## src/rtl/uart_cmd_decoder.sv

```systemverilog
// UART keyboard command decoder: WASD, VT100 arrow escapes and restart
// into a one-entry move holding register plus a restart pulse.
module uart_cmd_decoder #(
  parameter int ESC_TIMEOUT = 1000000,
  parameter int DROP_W      = 8
) (
  input  logic              clk,
  input  logic              rst,
  input  logic [7:0]        rx_data,
  input  logic              rx_valid,
  output logic              cmd_valid,
  output logic [1:0]        cmd_dir,
  input  logic              cmd_ready,
  output logic              new_game,
  output logic [DROP_W-1:0] drop_cnt
);

  localparam int TW = (ESC_TIMEOUT > 2) ? $clog2(ESC_TIMEOUT) : 1;
  localparam logic [TW-1:0] T_LAST = TW'(ESC_TIMEOUT - 1);

  localparam logic [7:0] B_ESC = 8'h1B;
  localparam logic [7:0] B_LBR = 8'h5B;
  localparam logic [7:0] B_SS3 = 8'h4F;

  localparam logic [1:0] D_UP    = 2'd0;
  localparam logic [1:0] D_DOWN  = 2'd1;
  localparam logic [1:0] D_RIGHT = 2'd2;
  localparam logic [1:0] D_LEFT  = 2'd3;

  typedef enum logic [1:0] {
    IDLE,
    ESC_SEEN,
    CSI_SEEN
  } state_t;

  state_t        state_q, state_d;
  logic [TW-1:0] timer_q, timer_d;

  logic       k_mv, k_rs;
  logic [1:0] k_dir;
  logic       a_mv;
  logic [1:0] a_dir;
  logic       mv, rs;
  logic [1:0] dir;

  always_comb begin
    k_mv  = 1'b0;
    k_rs  = 1'b0;
    k_dir = D_UP;
    unique case (1'b1)
      (rx_data == 8'h77 || rx_data == 8'h57): begin
        k_mv = 1'b1; k_dir = D_UP;
      end
      (rx_data == 8'h73 || rx_data == 8'h53): begin
        k_mv = 1'b1; k_dir = D_DOWN;
      end
      (rx_data == 8'h64 || rx_data == 8'h44): begin
        k_mv = 1'b1; k_dir = D_RIGHT;
      end
      (rx_data == 8'h61 || rx_data == 8'h41): begin
        k_mv = 1'b1; k_dir = D_LEFT;
      end
      (rx_data == 8'h72 || rx_data == 8'h52): k_rs = 1'b1;
      default: ;
    endcase
  end

  always_comb begin
    a_mv  = 1'b0;
    a_dir = D_UP;
    unique case (1'b1)
      (rx_data == 8'h41): begin a_mv = 1'b1; a_dir = D_UP;    end
      (rx_data == 8'h42): begin a_mv = 1'b1; a_dir = D_DOWN;  end
      (rx_data == 8'h43): begin a_mv = 1'b1; a_dir = D_RIGHT; end
      (rx_data == 8'h44): begin a_mv = 1'b1; a_dir = D_LEFT;  end
      default: ;
    endcase
  end

  always_comb begin
    state_d = state_q;
    timer_d = timer_q;
    mv      = 1'b0;
    rs      = 1'b0;
    dir     = D_UP;
    if (rx_valid) begin
      timer_d = '0;
      unique case (state_q)
        IDLE: begin
          mv  = k_mv;
          rs  = k_rs;
          dir = k_dir;
          if (rx_data == B_ESC) state_d = ESC_SEEN;
        end
        ESC_SEEN: begin
          if (rx_data == B_LBR || rx_data == B_SS3) begin
            state_d = CSI_SEEN;
          end else if (rx_data == B_ESC) begin
            state_d = ESC_SEEN;
          end else begin
            // Aborted escape: the byte still counts as a plain key
            state_d = IDLE;
            mv      = k_mv;
            rs      = k_rs;
            dir     = k_dir;
          end
        end
        CSI_SEEN: begin
          if (rx_data == B_ESC) begin
            state_d = ESC_SEEN;
          end else begin
            state_d = IDLE;
            mv      = a_mv;
            dir     = a_dir;
          end
        end
        default: state_d = IDLE;
      endcase
    end else if (state_q != IDLE) begin
      if (timer_q == T_LAST) begin
        state_d = IDLE;
        timer_d = '0;
      end else begin
        timer_d = timer_q + 1'b1;
      end
    end
  end

  always_ff @(posedge clk or negedge rst) begin
    if (!rst) begin
      state_q <= IDLE;
      timer_q <= '0;
    end else begin
      state_q <= state_d;
      timer_q <= timer_d;
    end
  end

  always_ff @(posedge clk or negedge rst) begin
    if (!rst) begin
      cmd_valid <= 1'b0;
      cmd_dir   <= D_UP;
      new_game  <= 1'b0;
      drop_cnt  <= '0;
    end else begin
      new_game <= rs;
      if (rs) begin
        cmd_valid <= 1'b0;
      end else if (mv) begin
        if (!cmd_valid || cmd_ready) begin
          cmd_valid <= 1'b1;
          cmd_dir   <= dir;
        end else if (drop_cnt != '1) begin
          drop_cnt <= drop_cnt + 1'b1;
        end
      end else if (cmd_valid && cmd_ready) begin
        cmd_valid <= 1'b0;
      end
    end
  end

endmodule

```

## config.mk

```make
export PLATFORM = sky130hd
export DESIGN_NAME = uart_cmd_decoder
export DESIGN_NICKNAME = d
export VERILOG_FILES = /design/src/rtl/uart_cmd_decoder.sv
export SDC_FILE = /design/constraint.sdc
export NUM_CORES = 1
export LEC_CHECK = 0
export CORE_MARGIN = 2
export CORE_UTILIZATION = 50
export CTS_BUF_LIST = sky130_fd_sc_hd__clkbuf_4
export CTS_CLUSTER_SIZE = 10
export DETAILED_ROUTE_END_ITERATION = 12
export PLACE_DENSITY = 0.72
export SETUP_SLACK_MARGIN = 0.2
export SYNTH_ARGS = -nofsm -noshare
export SYNTH_HDL_FRONTEND = slang
export SYNTH_SLANG_ARGS = --single-unit
```

## constraint.sdc

```tcl
create_clock -name clk -period 2.7 [get_ports clk]
set_input_delay 0.27 -clock clk [delete_from_list [all_inputs] [get_ports clk]]
set_output_delay 0.27 -clock clk [all_outputs]
set_load 0.1 [all_outputs]
```

==> results.toml <==
[cells_and_area]
fillers = 350
layout-drive-gt1-share = 0.1799
area_growth_syn_to_layout_pct = 17.55
num-nets-final = 252
num_antenna_cells = 0
fin_cells = 289

[floorplanning]
die_w_um = 67.87
fp-row-count = 23
fp.dieArea_mm2 = 0.004606
floorplan.die.height_um = 67.87
floorplan.io_pins = 24
initial_core_util = 0.5135
core_area_mm2 = 0.003971

[setup_path]
worst_reg_to_reg_setup_slack_ns = 0.52
arrival_ns = 2.42
timing.critical_path.fanout_max = 8
crit_required_ns = 2.94
slowest_delay_ns = 0.54
worstPathCellList = "or4b_1 > nor4_2 > a21oi_2 > a21o_1 > a22o_1"
startpoint_to_endpoint_class_of_the_critical_path = "flop to flop"
crit_path_end_kind = "flop"
critical_path_cell_with_the_highest_stage_delay = "or4b_1"
worstSetupStartpointType = "flop"

[clock_network]
clkTransAtPathRegs_ns = 0.11
cts_post_setup_buffers_inserted = 0
cts_num_sinks = 34
hold_fix_buffers_at_cts = 0
cts-root-to-sink-buffers = 2
cts_htree_levels = 2
cts-buffers-inserted = 5
post_cts.resized_instances = 0
tritoncts_clock_tree = "built"
cts_root_buffer = "clkbuf_4"
insertion_delay_ns = 0.34

[logic_synthesis]
ys_ff_latch = 34
post_synth_inst_count = 207
synth.distinct_cells = 47
synthDominantCellAreaShare = 0.4172
ys_warn_count = 0
synth_enable_flop_cells = 0
synth_top_cells_by_area = "dfrtp_1 42%, xor2_1 5.2%, nor2_1 4.6%, xnor2_1 4.3%, nand2_1 3.3%"
synth_common_cells = "34 x dfrtp_1, 25 x nor2_1, 18 x nand2_1"
syn_area_mm2 = 0.002039
ys_seq_area_frac = 0.4172
postSynth.topFlopCell = "dfrtp_1"
postSynthAreaPerCell_um2 = 9.852
netlist.top_cell.by_area = "dfrtp_1"
synth_most_common_cell = "dfrtp_1"
synthArstFlopShare = 1.000
syn-num-nets = 221

[timing]
finalSetupTns_ns = 0
grt_setup_unrepaired = "no"
finalCritPeriodShare = 0.8079
final_number_of_hold_violating_endpoints = 0
clock.fmax_ghz = 0.4585
max_slew_violation_count = 0
clock_period_minus_worst_slack_ns = 2.181
tightestPinTransition_ns = 0.7533
clock-skew-final_ns = 0.007169
slew_headroom = 0.4948
setup-violations-final = 0

[place]
gp_weighted_congestion = 0.8437
post-place-cells = 281
io_buffer_count = 23
detailed_place_hpwl_um = 2763

[global_route]
maximum_number_of_pins_on_one_net_before_global_route_repair = 35
grtUsageTotal = 0.1953
antenna_found_initial = 0
first_global_vias = 1570
global_route_wire_length_before_repair_um = 6755
grt_overflow_total = 0

[power]
clockPowerShare = 0.382
pwr-share-comb = 0.094
pwr_density_cell_mw_per_mm2 = 406.6
power.leakage_nw = 1.019
power.switching_mw = 0.2335
sequential_group_share_of_total_power = 0.524
ir_drop_mv = 0.2483
sw_frac_of_total = 0.2395
internal-power_mw = 0.7413

[routing]
wirelength_um = 3818
detail-route-antenna-nets = 0
firstDrtPassIters = 4
routed_wire_length_per_instance_um = 13.21
vias = 1613
drt-initial-drc-count = 85
detail_route.drc_violations = 0
route.detailed.vias_per_inst = 5.581

[min_path]
hold_class = "input port to asynchronous set/reset pin"

[run_status]
outcome = "completed"

[run]
drv.max_cap_violation_count = 0
critical path: cells and delay by family, from the launching register on:
family          cells  cell delay, ns
compound gates      3            0.64
flops               1            0.43
simple gates        2            1.02
metrics by stage:
step | power [mW] | hold slack [ns] | setup WS, ns | cell area [um^2] | utilization
finish | 0.9748 | 0.3309 | 0.5188 | 2397 | 0.6037
global route | 1.015 | 0.3667 | 0.4073 | 2397 | 0.6037
CTS | 0.9881 | 0.3369 | 0.5201 | 2397 | 0.6037
detailed placement | 0.6138 | 0.4874 | 0.2959 | 2320 | 0.5841
global placement | 0.6131 | 0.4767 | 0.3263 | 2320 | 0.5841
floorplan | 0.5701 | -0.02559 | 0.5073 | 2039 | -
cells in the final DEF (no fill, tap or decap), types with 3 or more instances in the layout:
cell,netlist,routed
dfrtp_1,34,34
nand4_1,6,6
xor2_1,12,12
o21ai_0,5,5
clkbuf_4,0,5
nor3_1,9,9
nand3b_1,4,4
nor4_2,3,3
clkdlybuf4s50_1,0,11
nand2_1,18,18
nor2_1,25,25
inv_1,5,5
a21oi_1,5,5
nand2b_1,5,5
nand3_1,11,11
xnor2_1,10,10
mux2_1,4,4
and3_1,3,3
buf_4,0,21
a21o_1,3,3
a22o_1,3,3
power groups by stage:
stage / logic, mW / registers [mW] / clock network, mW
6_report: 0.0916 / 0.511 / 0.372
5_1_grt: 0.101 / 0.511 / 0.403
4_1_cts: 0.0931 / 0.511 / 0.384
3_5_place_dp: 0.0929 / 0.521 / 0
3_3_place_gp: 0.0922 / 0.521 / 0
2_1_floorplan: 0.0416 / 0.529 / 0
cell type report:
cell class / count / area, um^2 / area share
multi-input cells: 160 / 1120 / 0.4671
flip-flops and latches: 34 / 850.8 / 0.3549
well taps: 50 / 62.56 / 0.02610
inverters: 5 / 18.77 / 0.007829
clock inverters: 3 / 40.04 / 0.01670
clock buffers: 5 / 37.54 / 0.01566
repair buffers: 32 / 267.8 / 0.1117
final timing paths:
check | cells past startpoint | start | end
worst min-delay path | 2 | rst | timer_q[14]$_DFFE_PN0P_
min in group clk | 1 | drop_cnt[7]$_DFFE_PN0P_ | drop_cnt[7]$_DFFE_PN0P_
max in group asynchronous | 2 | rst | timer_q[5]$_DFFE_PN0P_
worst min register to register | 1 | drop_cnt[7]$_DFFE_PN0P_ | drop_cnt[7]$_DFFE_PN0P_
worst max-delay path | 5 | timer_q[15]$_DFFE_PN0P_ | timer_q[9]$_DFFE_PN0P_
worst max register to register | 5 | timer_q[15]$_DFFE_PN0P_ | timer_q[9]$_DFFE_PN0P_
kinds of logic after synthesis:
logic type / count (synthesis) / share of synthesized area
compound gates: 28 / 0.1092
xor+xnor: 22 / 0.09448
buf+inv: 13 / 0.03374
mux: 5 / 0.02761
flops: 34 / 0.4172
fa+ha+maj: 2 / 0.01227
simple gates: 103 / 0.3055
sequential cells by signal, summed over array words and instances (netlist names):
name / cells
cmd_dir: 2
cmd_valid: 1
drop_cnt: 8
new_game: 1
state_q: 2
timer_q: 20
routing by layer:
metal  track usage  wire, um  vias up  share of wire
met4       0.08500        82        0          0.021
met5             0         0        -              0
met1        0.2459      1820      761           0.48
met3       0.04934       129        7          0.034
met2        0.3174      1786       33           0.47
li1              -         -      812              -
Power figures use the tool's default switching activity.
